===== src/rtl/injector_trim_cal.sv =====
// Closed-loop trim calibration for the bias/signal injector: SAR search of the
// pull-up and pull-down trim codes from synchronized comparators, then run-mode drive.
module injector_trim_cal #(
  parameter int SETTLE_CYCLES = 16,
  parameter int AVG_SAMPLES   = 8,
  parameter int CNT_W         = 8
) (
  input  logic       clk,
  input  logic       rst_n,
  input  logic       start,
  input  logic       abort,
  input  logic       sig_in,
  input  logic       cmp_p,
  input  logic       cmp_n,
  output logic [3:0] trim_p,
  output logic [3:0] trim_n,
  output logic       inj_enable,
  output logic       inj_signal,
  output logic       busy,
  output logic       done,
  output logic       fail
);

  typedef enum logic [3:0] {
    IDLE      = 4'd0,
    EN_SETTLE = 4'd1,
    P_SET     = 4'd2,
    P_WAIT    = 4'd3,
    P_SAMPLE  = 4'd4,
    P_DECIDE  = 4'd5,
    N_SET     = 4'd6,
    N_WAIT    = 4'd7,
    N_SAMPLE  = 4'd8,
    N_DECIDE  = 4'd9,
    RUN       = 4'd10
  } state_t;

  localparam logic [CNT_W-1:0] SETTLE_LAST = CNT_W'(SETTLE_CYCLES - 1);
  localparam logic [CNT_W-1:0] SAMPLE_LAST = CNT_W'(AVG_SAMPLES - 1);
  localparam logic [CNT_W:0]   AVG_THRESH  = (CNT_W + 1)'(AVG_SAMPLES);

  function automatic logic trim_saturated(input logic [3:0] code);
    return (code == 4'h0) || (code == 4'hF);
  endfunction

  state_t           state_r, state_nxt;
  logic [CNT_W-1:0] cnt_r, cnt_nxt, ones_r, ones_nxt;
  logic [1:0]       bit_r, bit_nxt;
  logic [3:0]       trim_p_r, trim_p_nxt, trim_n_r, trim_n_nxt;
  logic [3:0]       bak_p_r, bak_p_nxt, bak_n_r, bak_n_nxt;
  logic             inj_enable_r, inj_enable_nxt, inj_signal_r, inj_signal_nxt;
  logic             busy_r, busy_nxt, done_r, done_nxt, fail_r, fail_nxt;
  logic             cmp_p_meta_r, cmp_p_sync_r, cmp_n_meta_r, cmp_n_sync_r;
  logic             calibrating_s, vote_s;

  // Two-flop synchronizers for the asynchronous comparator outputs
  always_ff @(posedge clk or negedge rst_n) begin
    if (!rst_n) begin
      cmp_p_meta_r <= 1'b0;
      cmp_p_sync_r <= 1'b0;
      cmp_n_meta_r <= 1'b0;
      cmp_n_sync_r <= 1'b0;
    end else begin
      cmp_p_meta_r <= cmp_p;
      cmp_p_sync_r <= cmp_p_meta_r;
      cmp_n_meta_r <= cmp_n;
      cmp_n_sync_r <= cmp_n_meta_r;
    end
  end

  // Next-state and next-output computation for the calibration sequencer
  always_comb begin
    state_nxt      = state_r;
    cnt_nxt        = cnt_r;
    ones_nxt       = ones_r;
    bit_nxt        = bit_r;
    trim_p_nxt     = trim_p_r;
    trim_n_nxt     = trim_n_r;
    bak_p_nxt      = bak_p_r;
    bak_n_nxt      = bak_n_r;
    inj_enable_nxt = inj_enable_r;
    inj_signal_nxt = inj_signal_r;
    busy_nxt       = busy_r;
    done_nxt       = 1'b0;
    fail_nxt       = fail_r;
    calibrating_s  = (state_r != IDLE) && (state_r != RUN);
    // Strict majority: a tie votes 0
    vote_s         = {ones_r, 1'b0} > AVG_THRESH;

    if (abort && calibrating_s) begin
      state_nxt      = IDLE;
      trim_p_nxt     = bak_p_r;
      trim_n_nxt     = bak_n_r;
      inj_enable_nxt = 1'b0;
      inj_signal_nxt = 1'b0;
      busy_nxt       = 1'b0;
    end else begin
      case (state_r)
        IDLE, RUN: begin
          if (abort) begin
            state_nxt      = IDLE;
            inj_enable_nxt = 1'b0;
            inj_signal_nxt = 1'b0;
          end else if (start) begin
            bak_p_nxt      = trim_p_r;
            bak_n_nxt      = trim_n_r;
            trim_p_nxt     = 4'h0;
            trim_n_nxt     = 4'h0;
            fail_nxt       = 1'b0;
            busy_nxt       = 1'b1;
            inj_enable_nxt = 1'b1;
            inj_signal_nxt = 1'b0;
            bit_nxt        = 2'd3;
            cnt_nxt        = {CNT_W{1'b0}};
            state_nxt      = EN_SETTLE;
          end else if (state_r == RUN) begin
            inj_signal_nxt = sig_in;
          end else begin
            inj_signal_nxt = 1'b0;
          end
        end
        EN_SETTLE, P_WAIT, N_WAIT: begin
          if (cnt_r == SETTLE_LAST) begin
            cnt_nxt  = {CNT_W{1'b0}};
            ones_nxt = {CNT_W{1'b0}};
            if (state_r == EN_SETTLE) begin
              state_nxt = P_SET;
            end else if (state_r == P_WAIT) begin
              state_nxt = P_SAMPLE;
            end else begin
              state_nxt = N_SAMPLE;
            end
          end else begin
            cnt_nxt = cnt_r + {{(CNT_W-1){1'b0}}, 1'b1};
          end
        end
        P_SET: begin
          trim_p_nxt[bit_r] = 1'b1;
          cnt_nxt           = {CNT_W{1'b0}};
          state_nxt         = P_WAIT;
        end
        N_SET: begin
          trim_n_nxt[bit_r] = 1'b1;
          cnt_nxt           = {CNT_W{1'b0}};
          state_nxt         = N_WAIT;
        end
        P_SAMPLE, N_SAMPLE: begin
          if (state_r == P_SAMPLE) begin
            ones_nxt = ones_r + {{(CNT_W-1){1'b0}}, cmp_p_sync_r};
          end else begin
            ones_nxt = ones_r + {{(CNT_W-1){1'b0}}, cmp_n_sync_r};
          end
          if (cnt_r == SAMPLE_LAST) begin
            cnt_nxt   = {CNT_W{1'b0}};
            state_nxt = (state_r == P_SAMPLE) ? P_DECIDE : N_DECIDE;
          end else begin
            cnt_nxt = cnt_r + {{(CNT_W-1){1'b0}}, 1'b1};
          end
        end
        P_DECIDE: begin
          if (vote_s) begin
            trim_p_nxt[bit_r] = 1'b0;
          end else begin
            trim_p_nxt = trim_p_r;
          end
          if (bit_r == 2'd0) begin
            bit_nxt   = 2'd3;
            state_nxt = N_SET;
          end else begin
            bit_nxt   = bit_r - 2'd1;
            state_nxt = P_SET;
          end
        end
        N_DECIDE: begin
          // Pull-down sense is inverted: a low comparator means excess pull-down
          if (!vote_s) begin
            trim_n_nxt[bit_r] = 1'b0;
          end else begin
            trim_n_nxt = trim_n_r;
          end
          if (bit_r == 2'd0) begin
            state_nxt = RUN;
            busy_nxt  = 1'b0;
            done_nxt  = 1'b1;
            fail_nxt  = trim_saturated(trim_p_nxt) || trim_saturated(trim_n_nxt);
          end else begin
            bit_nxt   = bit_r - 2'd1;
            state_nxt = N_SET;
          end
        end
        default: begin
          state_nxt = IDLE;
        end
      endcase
    end
  end

  // State and output registers
  always_ff @(posedge clk or negedge rst_n) begin
    if (!rst_n) begin
      state_r      <= IDLE;
      cnt_r        <= {CNT_W{1'b0}};
      ones_r       <= {CNT_W{1'b0}};
      bit_r        <= 2'd3;
      trim_p_r     <= 4'h8;
      trim_n_r     <= 4'h8;
      bak_p_r      <= 4'h8;
      bak_n_r      <= 4'h8;
      inj_enable_r <= 1'b0;
      inj_signal_r <= 1'b0;
      busy_r       <= 1'b0;
      done_r       <= 1'b0;
      fail_r       <= 1'b0;
    end else begin
      state_r      <= state_nxt;
      cnt_r        <= cnt_nxt;
      ones_r       <= ones_nxt;
      bit_r        <= bit_nxt;
      trim_p_r     <= trim_p_nxt;
      trim_n_r     <= trim_n_nxt;
      bak_p_r      <= bak_p_nxt;
      bak_n_r      <= bak_n_nxt;
      inj_enable_r <= inj_enable_nxt;
      inj_signal_r <= inj_signal_nxt;
      busy_r       <= busy_nxt;
      done_r       <= done_nxt;
      fail_r       <= fail_nxt;
    end
  end

  assign trim_p     = trim_p_r;
  assign trim_n     = trim_n_r;
  assign inj_enable = inj_enable_r;
  assign inj_signal = inj_signal_r;
  assign busy       = busy_r;
  assign done       = done_r;
  assign fail       = fail_r;

endmodule


===== config.mk =====
export PLATFORM = sky130hd
export DESIGN_NAME = injector_trim_cal
export DESIGN_NICKNAME = d
export VERILOG_FILES = /design/src/rtl/injector_trim_cal.sv
export SDC_FILE = /design/constraint.sdc
export NUM_CORES = 1
export LEC_CHECK = 0
export CORE_AREA = 2 2 83 85
export DETAILED_ROUTE_END_ITERATION = 10
export DIE_AREA = 0 0 85 87
export GPL_TIMING_DRIVEN = 1
export MAX_ROUTING_LAYER = met4
export PLACE_DENSITY_LB_ADDON = 0.05
export SYNTH_ARGS = -nofsm -noshare
export SYNTH_HDL_FRONTEND = slang
export SYNTH_SLANG_ARGS = --single-unit

===== constraint.sdc =====
create_clock -name clk -period 2.4 [get_ports clk]
set_clock_uncertainty 0.05 [all_clocks]
set_input_delay 0.48 -clock clk [delete_from_list [all_inputs] [get_ports clk]]
set_output_delay 0.48 -clock clk [all_outputs]
set_load 0.01 [all_outputs]

* After elaboration in Yosys (flattened, before gate mapping)
Cells that the tools add are included.
** Operators by class
- Add/sub/neg operators :: 4
- Bitwise logic cells :: 7
- Eq/ne operators :: 27
- Mux-type cells :: 56
- Reductions and logical operators :: 34
- Order comparisons :: 3
** Operator list (count)
- 4-bit two-way mux :: 17
- 8-bit two-way mux :: 6
- 8-bit case mux with 4 select lines :: 1
- 4-bit case mux with 7 select lines :: 1
- 4-bit case mux with 3 select lines :: 2
- 4-bit == test (second input constant) :: 5
- 1-bit two-way mux :: 19
- 3-bit != test (second input constant) :: 6
- 8-bit by 1-bit adder with 8-bit output :: 2
- 4-bit by 3-bit == test with 1-bit output (second input constant) :: 4
- 8-bit case mux with 2 select lines :: 1
- 4-bit AND reduction :: 4
- 4-bit nonzero test :: 4
- 4-bit logical NOT :: 3
- 2-bit != test (second input constant) :: 5
- 5-bit AND reduction :: 2
- 9-bit by 4-bit greater-than comparator with 1-bit output (second input constant) :: 1
- 3-bit AND reduction :: 3
- 3-bit nonzero test :: 3
- 8-bit by 1-bit adder with 8-bit output (second input constant) :: 1
- 4-bit bitwise AND :: 2
- 4-bit by 2-bit == test with 1-bit output (second input constant) :: 2
- 8-bit by 3-bit == test with 1-bit output (second input constant) :: 1
- 8-bit by 4-bit == test with 1-bit output (second input constant) :: 1
- 20 further kinds :: 35
** Storage, ports and cells
- Word-level logic and storage cells :: 148
- Bits in registers :: 47
- Bits of input ports :: 7
- Output and inout bits :: 13

* Logic depth before layout (Yosys ltp)
- Depth after elaboration :: 14
- Depth in mapped cells :: 10
- Depth with buffers taken out :: 8

* Least setup slack after synthesis
No wires, ideal clock.
- Kind :: register -> register
- From :: register state_r[3]
- To :: register ones_r[6]
- Buffers on the path :: 2
- Cell stages (with the launch flop) :: 11
- Required time :: 2.272 ns
- Arrival time :: 2.224 ns
- Setup time :: 0.078 ns
- Period minus slack after synthesis :: 2.352 ns
- Slack :: 0.048 ns
- Cells stage by stage :: dfrtp_1 buf_4 buf_2 nand2b_1 nor3_1 mux2_2 ha_1 ha_1 nand3_1 or4_1 a21oi_1
** Between the ends
- Cells in the longest elaborated chain, start to end :: 5
- Elaborated cells on any way between the ends :: 17
- Those cells by class :: eq/ne (7); mux (2); bitwise (1); reduce/logical (7)
** RTL lines
- start: declaration :: RTL line 46 : state_t state_r, state_nxt;
- start signal: assignment :: RTL line 215 : state_r <= state_nxt;
- branches (longest 5 deep; another with 4-bit by 1-bit == test with 1-bit output)
- end signal: assignment :: RTL line 203 : ones_r <= {CNT_W{1'b0}};
- end signal: assignment :: RTL line 217 : ones_r <= ones_nxt;
- end: declaration :: RTL line 47 : logic [CNT_W-1:0] cnt_r, cnt_nxt, ones_r, ones_nxt;
Parallel ways; which one is timed is not known.
A chain may end at the register's enable or synchronous reset.

* Final worst setup path
Ends and elaborated chain as after synthesis.

==> out/summary.txt <==
Peak VDD IR: 0.000495 V
Clock root cell: clkbuf_8
PortBufs: 19
Synth async-reset ratio: 100%
Post-Syn Instances: 299
Fin crit period: 2.19 ns
Syn nets: 313
Area delta synth->final: 16.3%
Die area: 0.00740 mm^2
Gpl congestion: 0.817
CTS sink cnt: 47
WP data required: 2.58 ns
CTS tree: done
Routed wire per std cell: 15.9 um
Skew-Pair Late Insertion Delay: 0.30 ns
Unrepaired setup endpoints after global routing: false
DR iter-0 viols: 111
Highest metal used: met4
Wire length on met1: 3150 um
DP HPWL: 4660 um
Setup violators final: 0
Mapped Avg Cell Area: 9.42 um^2
Final nets: 341
Vias in the first global route: 2,201
I/O pin cnt: 20
Cells after DPL: 400
Leakage power: 1.47 nW
Met2 routed WL: 3110 um
Crit-path max FO: 3
Clk slew on worst S/H paths: 0.09 ns
H-tree depth: 2
Final std cells w/o fill: 408
Crit path capture: ones_r[6]
Core ar.: 0.00657 mm^2
Setup slack at placement: 0.151 ns
Reg2reg end: ones_r[6]
Max transition margin: 60.3%
Total chip power: 3.16 mW
Via/cell ratio: 5.63
Final period utilization: 91.4%
Die height: 87 um
Max-cap violations: 0
Sequential area share after synthesis: 42.0%
Initial antenna violation count: 0
# DRC: 0
Initial Util: 42.9%
YS warnings: 0
Status: complete, no violations
Setup crit start: state_r[3]
Ant diodes: 0
CTS Hold Bufs: 0
Setup WS post-layout: 0.206 ns
Grt ovf: 0
Num CTS Buffers: 5
First-pass GRT wire length: 11,200 um
Pwr dens: 965 mW/mm^2
Critical path type: flop to flop
Unique masters post-synth: 60
Post-route ant nets: 0
Post-synth EDFFs: 0
Routed via count: 2,299
CP endpoint kind: flop
Max Root-Sink Buffers: 2
Fraction of final layout cells sized beyond drive strength 1: 17.4%
Total iterations of the first detailed-routing run: 4
Worst r2r path cells: 8
Most used flip-flop cell after synthesis: dfrtp_1
Tightest Pin Transition: 0.596 ns
Hold Path Class: input pin to asynchronous set/reset pin
WL final: 6480 um
Fill cell count: 609
CP arrival: 2.37 ns
Synthesized cell area: 0.00282 mm^2
Reg2reg setup slack: 0.21 ns
Crit start category: flop
Yosys top cell by area: dfrtp_1
Synth top area share: 36.4%
F_max: 456 MHz
Area contributors post-synth: dfrtp_1, dfstp_2, a21oi_1, mux2_2, o21ai_0
Die X-Extent: 85 um
Worst r2r src: state_r[3]
Final Hold Viols: 0
Pins Over Slew Limit: 0
Gr usage total: 19.5%
Largest net degree at the start of global routing: 26
Yosys reg bits: 47
Final setup TNS: 0 ns
Row cnt: 30
DR WL met3: 149 um
[power breakdown]
part	switching (mW)	leakage, nW	internal [mW]
Combinational	0.781	0.807	0.657
Clock	0.264	0.0524	0.312
Sequential	0.149	0.606	0.995
Total	1.19	1.47	1.96
[registers in the layout, summed over array words and instances, names as in the netlist, 2 cells and up]
name	count
bak_n_r	4
bak_p_r	4
bit_r	2
cnt_r	8
ones_r	8
state_r	4
trim_n	4
trim_p	4
[synthesized netlist by cell type (all sizes together), types with 2 or more instances]
| master | n |
|---|---|
| nand2b | 8 |
| xor2 | 2 |
| clkbuf | 6 |
| o211ai | 2 |
| nand3 | 12 |
| buf | 12 |
| o21ai | 25 |
| ha | 7 |
| dfrtp | 41 |
| mux2 | 12 |
| o2bb2ai | 2 |
| and3 | 9 |
| a21oi | 23 |
| or4 | 5 |
| nand4b | 2 |
| nor3 | 4 |
| o32ai | 2 |
| a21o | 2 |
| nand2 | 27 |
| nor3b | 3 |
| dfstp | 6 |
| inv | 9 |
| nor2 | 17 |
| and2 | 3 |
| a2bb2oi | 2 |
| a31oi | 2 |
| nor2b | 9 |
| o221a | 4 |
| o31ai | 8 |
| o22ai | 4 |
| a22oi | 5 |
| a22o | 3 |
| nor4 | 2 |
| a311oi | 2 |
| nand4 | 5 |
[worst max-delay path, cell delays in order (launching register included)]
cell and delay [ns]:
dfrtp_1 0.37, nand2b_1 0.16, nor3_1 0.23, mux2_2 0.21, ha_1 0.18, ha_1 0.20
nand3_1 0.10, or4_1 0.48, a21oi_1 0.16
[area by class of cell]
type                            instances  area, um^2  area share, %
Sequential cell                        47        1180           36.2
Tap cell                               80         100           3.06
Clock buffer                            7        76.3           2.33
Multi-Input combinational cell        225        1500           45.9
Clock inverter                          1        30.0          0.917
Timing Repair Buffer                   39         348           10.6
Inverter                                9        33.8           1.03
[placed cells by master, fill, tap and decap left out, types with 8 or more instances in the layout]
cell type | synthesis | layout
dfrtp_1 | 41 | 41
nand2_1 | 27 | 27
a21oi_1 | 23 | 23
o21ai_0 | 22 | 22
buf_4 | 1 | 19
clkdlybuf4s50_1 | 0 | 18
nor2_1 | 15 | 15
nand3_1 | 12 | 12
mux2_2 | 10 | 10
inv_1 | 9 | 9
and3_1 | 9 | 9
o31ai_1 | 8 | 8
nor2b_1 | 8 | 8
[how the worst min path moves through the flow]
stage | startpoint | to | slack [ns] | cells after the start
global route | rst_n | ones_r[4] | 0.16 | 1
floorplan | rst_n | bak_n_r[0] | 0.13 | 0
global placement | cmp_p_meta_r | cmp_p_sync_r | 0.28 | 0
CTS | rst_n | ones_r[4] | 0.14 | 1
detailed placement | cmp_n_meta_r | cmp_n_sync_r | 0.29 | 0
finish | rst_n | ones_r[4] | 0.12 | 1
[timing repair]
| item | CTS | global route |
|---|---|---|
| setup endpoints to repair | 0 | 5 |
| gates resized for setup | 0 | 1 |
| buffers inserted | 0 | 0 |
[routing by layer]
metal	GRT usage, %	up-vias
li1	-	1170
met4	4.91	0
met2	31.2	26
met3	3.41	8
met5	-	-
met1	25.7	1095
[cells by family after synthesis]
group                      count (synthesis)  synth area share (%)
and+or+nand+nor                          110                  22.1
AOI/OAI and AO/OA                         93                  21.8
DFF                                       47                  42.0
buffers and inverters                     27                  4.84
muxes                                     13                  5.16
adders and majority gates                  7                  3.11
xor gates and xnor gates                   2                 0.889
[metrics by stage]
stage	utilization (%)	hold slack [ns]	instance area, um^2
4_1_cts	49.7	0.139	3270
3_5_place_dp	48.1	0.287	3160
2_1_floorplan	-	0.134	2820
3_3_place_gp	48.1	0.284	3160
6_report	49.8	0.122	3270
5_1_grt	49.8	0.163	3270
No activity file was read; power rests on OpenSTA's default activity.
